==> config.mk <==
export PLATFORM = sky130hd
export DESIGN_NAME = spi_slave_resp
export DESIGN_NICKNAME = d
export VERILOG_FILES = /design/src/rtl/spi_slave_resp.sv
export SDC_FILE = /design/constraint.sdc
export NUM_CORES = 1
export LEC_CHECK = 0
export ABC_AREA = 1
export CORE_UTILIZATION = 45
export CTS_CLUSTER_SIZE = 28
export DETAILED_ROUTE_END_ITERATION = 10
export GPL_TIMING_DRIVEN = 0
export PLACE_DENSITY = 0.74
export SLEW_MARGIN = 15
export SYNTH_ARGS = -nofsm -noshare
export SYNTH_HDL_FRONTEND = slang
export SYNTH_SLANG_ARGS = --single-unit
==> constraint.sdc <==
create_clock -name clk -period 2.8 [get_ports clk]
set_clock_uncertainty 0.05 [all_clocks]
set_input_delay 0.56 -clock clk [delete_from_list [all_inputs] [get_ports clk]]
set_output_delay 0.56 -clock clk [all_outputs]
set_load 0.01 [all_outputs]
==> src/rtl/spi_slave_resp.sv <==
// SPI mode-0 responder: pins oversampled on clk, SYNC_STAGES+1 cycles pin-to-action; tx holding register and
// rx output register with valid/ready. Define SPI_SLAVE_LSB_FIRST_EN to shift LSB first (default MSB first).
module spi_slave_resp #(
  parameter int                    DATA_WIDTH    = 8,
  parameter int                    SYNC_STAGES   = 2,
  parameter logic [DATA_WIDTH-1:0] UNDERRUN_FILL = DATA_WIDTH'(8'hFF)
) (
  input  logic                  clk,
  input  logic                  nrst,
  input  logic                  sck,
  input  logic                  mosi,
  input  logic                  ss_n,
  output logic                  miso,
  output logic                  miso_oe,
  input  logic [DATA_WIDTH-1:0] tx_data,
  input  logic                  tx_valid,
  output logic                  tx_ready,
  output logic [DATA_WIDTH-1:0] rx_data,
  output logic                  rx_valid,
  input  logic                  rx_ready,
  output logic                  busy,
  output logic                  overrun,
  output logic                  underrun
);

  localparam int CW = $clog2(DATA_WIDTH + 1);
  localparam logic [CW-1:0] LAST = CW'(DATA_WIDTH - 1);

  typedef enum logic [1:0] {IDLE, LOAD, SHIFT, DONE} state_t;

  state_t                  state, state_nxt;
  logic [SYNC_STAGES-1:0]  sck_ff, mosi_ff, ss_ff;
  logic                    sck_s, mosi_s, ss_s, sck_prev, ss_prev;
  logic                    sck_rise, sck_fall, ss_rise, ss_fall;
  logic [CW-1:0]           cnt;
  logic [DATA_WIDTH-1:0]   tx_shift, rx_shift, hold_dat;
  logic                    hold_vld;
  logic                    tx_acc, do_load, fill;
  logic [DATA_WIDTH-1:0]   load_byte, tx_shift_nxt, rx_nxt;
  logic                    load_bit, shift_bit;

  always_ff @(posedge clk or negedge nrst) begin
    if (!nrst) begin
      sck_ff   <= '0;
      mosi_ff  <= '0;
      ss_ff    <= '1;
      sck_prev <= 1'b0;
      ss_prev  <= 1'b1;
    end else begin
      sck_ff   <= {sck_ff[SYNC_STAGES-2:0], sck};
      mosi_ff  <= {mosi_ff[SYNC_STAGES-2:0], mosi};
      ss_ff    <= {ss_ff[SYNC_STAGES-2:0], ss_n};
      sck_prev <= sck_s;
      ss_prev  <= ss_s;
    end
  end

  assign sck_s    = sck_ff[SYNC_STAGES-1];
  assign mosi_s   = mosi_ff[SYNC_STAGES-1];
  assign ss_s     = ss_ff[SYNC_STAGES-1];
  assign sck_rise = sck_s & ~sck_prev;
  assign sck_fall = ~sck_s & sck_prev;
  assign ss_rise  = ss_s & ~ss_prev;
  assign ss_fall  = ~ss_s & ss_prev;

  assign tx_ready = ~hold_vld;
  assign tx_acc   = tx_valid & tx_ready;
  assign do_load  = (state == LOAD) & ~ss_rise;
  // A byte arriving in the LOAD cycle goes straight to the shifter.
  assign fill      = ~hold_vld & ~tx_acc;
  assign load_byte = hold_vld ? hold_dat : (tx_acc ? tx_data : UNDERRUN_FILL);

`ifdef SPI_SLAVE_LSB_FIRST_EN
  assign load_bit     = load_byte[0];
  assign shift_bit    = tx_shift[1];
  assign tx_shift_nxt = {1'b0, tx_shift[DATA_WIDTH-1:1]};
  assign rx_nxt       = {mosi_s, rx_shift[DATA_WIDTH-1:1]};
`else
  assign load_bit     = load_byte[DATA_WIDTH-1];
  assign shift_bit    = tx_shift[DATA_WIDTH-2];
  assign tx_shift_nxt = {tx_shift[DATA_WIDTH-2:0], 1'b0};
  assign rx_nxt       = {rx_shift[DATA_WIDTH-2:0], mosi_s};
`endif

  always_comb begin
    state_nxt = state;
    case (state)
      IDLE:    if (ss_fall) state_nxt = LOAD;
      LOAD:    state_nxt = SHIFT;
      SHIFT:   if (sck_rise && cnt == LAST) state_nxt = DONE;
      DONE:    if (sck_fall) state_nxt = LOAD;
      default: state_nxt = IDLE;
    endcase
    if (ss_rise) state_nxt = IDLE;
  end

  always_ff @(posedge clk or negedge nrst) begin
    if (!nrst) begin
      state    <= IDLE;
      busy     <= 1'b0;
      miso_oe  <= 1'b0;
      miso     <= 1'b0;
      cnt      <= '0;
      tx_shift <= '0;
      rx_shift <= '0;
      hold_vld <= 1'b0;
      hold_dat <= '0;
      rx_data  <= '0;
      rx_valid <= 1'b0;
      overrun  <= 1'b0;
      underrun <= 1'b0;
    end else begin
      state    <= state_nxt;
      busy     <= (state_nxt != IDLE);
      miso_oe  <= (state_nxt != IDLE);
      overrun  <= 1'b0;
      underrun <= 1'b0;

      if (do_load) begin
        hold_vld <= 1'b0;
      end else if (tx_acc) begin
        hold_vld <= 1'b1;
        hold_dat <= tx_data;
      end

      if (rx_valid && rx_ready) rx_valid <= 1'b0;

      if (do_load) begin
        tx_shift <= load_byte;
        miso     <= load_bit;
        cnt      <= '0;
        underrun <= fill;
      end else if (state == SHIFT && !ss_rise) begin
        if (sck_rise) begin
          rx_shift <= rx_nxt;
          if (cnt == LAST) begin
            cnt      <= '0;
            rx_data  <= rx_nxt;
            rx_valid <= 1'b1;
            // A same-cycle read frees the register, so only a stalled consumer loses data.
            overrun  <= rx_valid & ~rx_ready;
          end else begin
            cnt <= cnt + 1'b1;
          end
        end else if (sck_fall && cnt <= LAST) begin
          tx_shift <= tx_shift_nxt;
          miso     <= shift_bit;
        end
      end

      if (state_nxt == IDLE) begin
        miso     <= 1'b0;
        cnt      <= '0;
        tx_shift <= '0;
        rx_shift <= '0;
      end
    end
  end

endmodule

==> results by group <==
Die
  – Die area: 0.00524 mm^2
  – Die Wd: 72.4 um
  – Num ports: 30
  – # rows: 25
  – Core ar.: 0.00475 mm^2
  – Initial core utilization: 0.469
  – DIE HEIGHT: 72.4 um

Timing
  – Period minus WS final: 2.05 ns
  – Least-Margin Pin Slew: 0.503 ns
  – RSZ-0062 raised after global routing: no
  – Final setup TNS: 0 ns
  – Setup-failing EPs final: 0
  – Slew margin rel.: 0.665
  – Fin crit share: 0.731
  – Final Hold Viols: 0
  – Fmax: 488 MHz
  – Max Slew Vio Count: 0
  – Final hold slack: 0.169 ns

CTS
  – Depth of the CTS H-tree: 2
  – Clock Latency Late Sink: 0.30 ns
  – Longest Clk Path Bufs: 2
  – CTS tree: yes
  – CTS Root Cell: clkbuf_8
  – CTS sink cnt: 50
  – Total CTS buffers: 5
  – Post_cts resized: 0
  – Postcts setup bufs: 0
  – Clock Pin Slew Worst Setup and Hold Paths: 0.09 ns
  – CTS Hold Bufs: 0

Worst setup path
  – Slowest stage cell, crit path: clkdlybuf4s50_1
  – Critical Path End Type: primary output
  – Worst Path Required: 2.19 ns
  – Critical Path, Cell by Cell: inv_2 -> clkdlybuf4s50_1
  – CP max stage delay: 0.56 ns
  – CP top delay family: buffers and inverters
  – Crit path DAT: 1.44 ns
  – Worst-path fanout max: 10
  – Startpoint types: flip-flop
  – Buffers and inverters on the worst path: 2
  – Crit Path Category: flip-flop to primary output

Routing
  – Post-route ant nets: 0
  – DRC violations left: 0
  – First-pass iteration count of the detailed router: 4
  – DR iter-0 viols: 51
  – Vias per cell: 4.81
  – Final WL: 4.18 mm
  – Wirelength per Cell: 11.9 um
  – Via Count: 1,694

GRT
  – Overall Global Routing Usage: 0.185
  – First-pass GRT wire length: 7.40 mm
  – Number of global-route vias before repair: 1,669
  – Largest net degree at the start of global routing: 30
  – Initial antenna violation count: 0
  – Overflow after GRT: 0

Run status
  – Outcome: finished clean

Power and ir drop
  – Fraction of power consumed by combinational cells: 0.213
  – Power Internal: 1.15 mW
  – Power density cells: 596 mW/mm^2
  – Peak supply drop: 0.262 mV
  – Net Sw Power: 0.463 mW
  – Sw frac: 0.288
  – Clock power frac: 0.252
  – Leak pwr: 1.38 nW
  – Seq pwr share: 0.535

Logic synthesis
  – Number of synthesized register bits: 50
  – Synth top area share: 0.528
  – Area leader, netlist: dfrtp_1
  – Syn Inst Count: 249
  – Top cells by area, synth: dfrtp_1 (53%), nand2_1 (12%), inv_1 (4.7%)
  – Mapped Avg Cell Area: 8.95 um^2
  – Post-synth ARST share: 1.00
  – Synth cell types: 28
  – Top-count cell post-synth: nand2_1
  – YS warnings: 0
  – Sequential element share of the synthesized area: 0.563
  – Syn_nets: 265
  – Netlist area before placement: 0.00223 mm^2
  – Synth top cells by count: nand2_1 (71), dfrtp_1 (47), inv_1 (28), nor2_1 (23), nand3_1 (12)
  – Primary FF master, synth: dfrtp_1
  – Post-synth EDFFs: 0

Cells and area
  – Area delta synth->final: 21.2%
  – Design Area, Final: 0.00270 mm^2
  – N_diodes: 0
  – Fill cells: 484
  – Final nets: 302
  – Final Non-Filler Cells: 352
  – Layout cells sized above 1: 0.154

Job
  – Max-Cap Viols: 0

Min path
  – Hold Path Class: input pin to asynchronous set/reset pin

Placed design
  – GPL Wtd Cong: 0.810
  – DPL Wire Length: 3.01 mm
  – Post-DP Area: 0.00262 mm^2
  – Placed cells: 346
  – I/O Buffers: 29
[placed cells by master (no fill, tap or decap)]
| master | instances |
|---|---|
| a31oi_1 | 2 |
| nor2_1 | 23 |
| nor3_1 | 1 |
| buf_12 | 1 |
| ha_1 | 1 |
| dfstp_2 | 3 |
| inv_2 | 3 |
| nand3_1 | 12 |
| o221ai_1 | 1 |
| dfrtp_1 | 47 |
| nand4_1 | 5 |
| o21ai_1 | 10 |
| nor2_2 | 1 |
| or2_2 | 1 |
| buf_2 | 2 |
| or2_0 | 1 |
| o21ai_0 | 8 |
| a21boi_1 | 1 |
| mux2_2 | 2 |
| nor2_4 | 2 |
| clkbuf_8 | 6 |
| nand2_1 | 71 |
| o21ai_2 | 7 |
| nand3_2 | 2 |
| a21oi_1 | 2 |
| nand2_4 | 3 |
| nand2_2 | 6 |
| clkdlybuf4s50_1 | 28 |
| inv_1 | 28 |
| buf_6 | 2 |
| buf_4 | 3 |
[state kept, by name, summed over array words and instances (netlist names)]
signal,flops
miso,1
sck_ff,2
rx_valid,1
tx_shift,7
overrun,1
ss_prev,1
busy,1
rx_data,8
state,2
underrun,1
hold_vld,1
ss_ff,2
mosi_ff,2
sck_prev,1
hold_dat,8
rx_shift,7
cnt,4
[final cells by class]
| type | instances | area (um^2) | share of cell area |
|---|---|---|---|
| timing repair buffer | 30 | 305 | 0.113 |
| buffer | 6 | 50.0 | 0.0185 |
| sequential | 50 | 1250 | 0.465 |
| clock buffer | 6 | 82.6 | 0.0306 |
| inverter | 31 | 116 | 0.0431 |
| tap | 67 | 83.8 | 0.0310 |
| multi-input combinational | 162 | 807 | 0.299 |
[power by group through the flow]
stage	Sequential (mW)	Clock, mW	Combinational (mW)
2_1_floorplan	0.866	0	0.229
3_3_place_gp	0.870	0	0.336
3_5_place_dp	0.876	0	0.349
4_1_cts	0.861	0.425	0.350
5_1_grt	0.872	0.450	0.399
6_report	0.861	0.406	0.343
[kinds of logic after synthesis]
| group | synth area share |
|---|---|
| and+or+nand+nor | 0.261 |
| DFF | 0.563 |
| buffers and inverters | 0.0747 |
| AOI/OAI and AO/OA | 0.0853 |
| muxes | 0.0101 |
| adders and majority gates | 0.00561 |
[stage by stage]
| step | power [mW] | utilization | setup slack [ns] |
|---|---|---|---|
| floorplan | 1.09 | - | 1.32 |
| global placement | 1.21 | 0.547 | -0.357 |
| detailed placement | 1.23 | 0.551 | 0.549 |
| CTS | 1.64 | 0.568 | 0.742 |
| global route | 1.72 | 0.568 | 0.682 |
| finish | 1.61 | 0.568 | 0.752 |
[per-layer routing]
| layer | track usage | routed length [um] | vias to the layer above |
|---|---|---|---|
| li1 | - | - | 853 |
| met1 | 0.228 | 1960 | 800 |
| met2 | 0.309 | 1970 | 34 |
| met3 | 0.0458 | 173 | 7 |
| met4 | 0.0763 | 78 | 0 |
| met5 | 0 | 0 | - |
[final timing paths]
kind | from | end | slack [ns] | depth (start not counted)
min in group clk | mosi_ff[0] | mosi_ff[1] | 0.31 | 0
setup / recovery | hold_vld | tx_ready | 0.75 | 2
hold reg to reg | mosi_ff[0] | mosi_ff[1] | 0.31 | 0
setup reg to reg | cnt[0] | cnt[2] | 1.19 | 10
max in group asynchronous | nrst | rx_data[1] | 2.00 | 2
hold / removal | nrst | hold_dat[4] | 0.17 | 1
(Power assumes the default switching activity.)
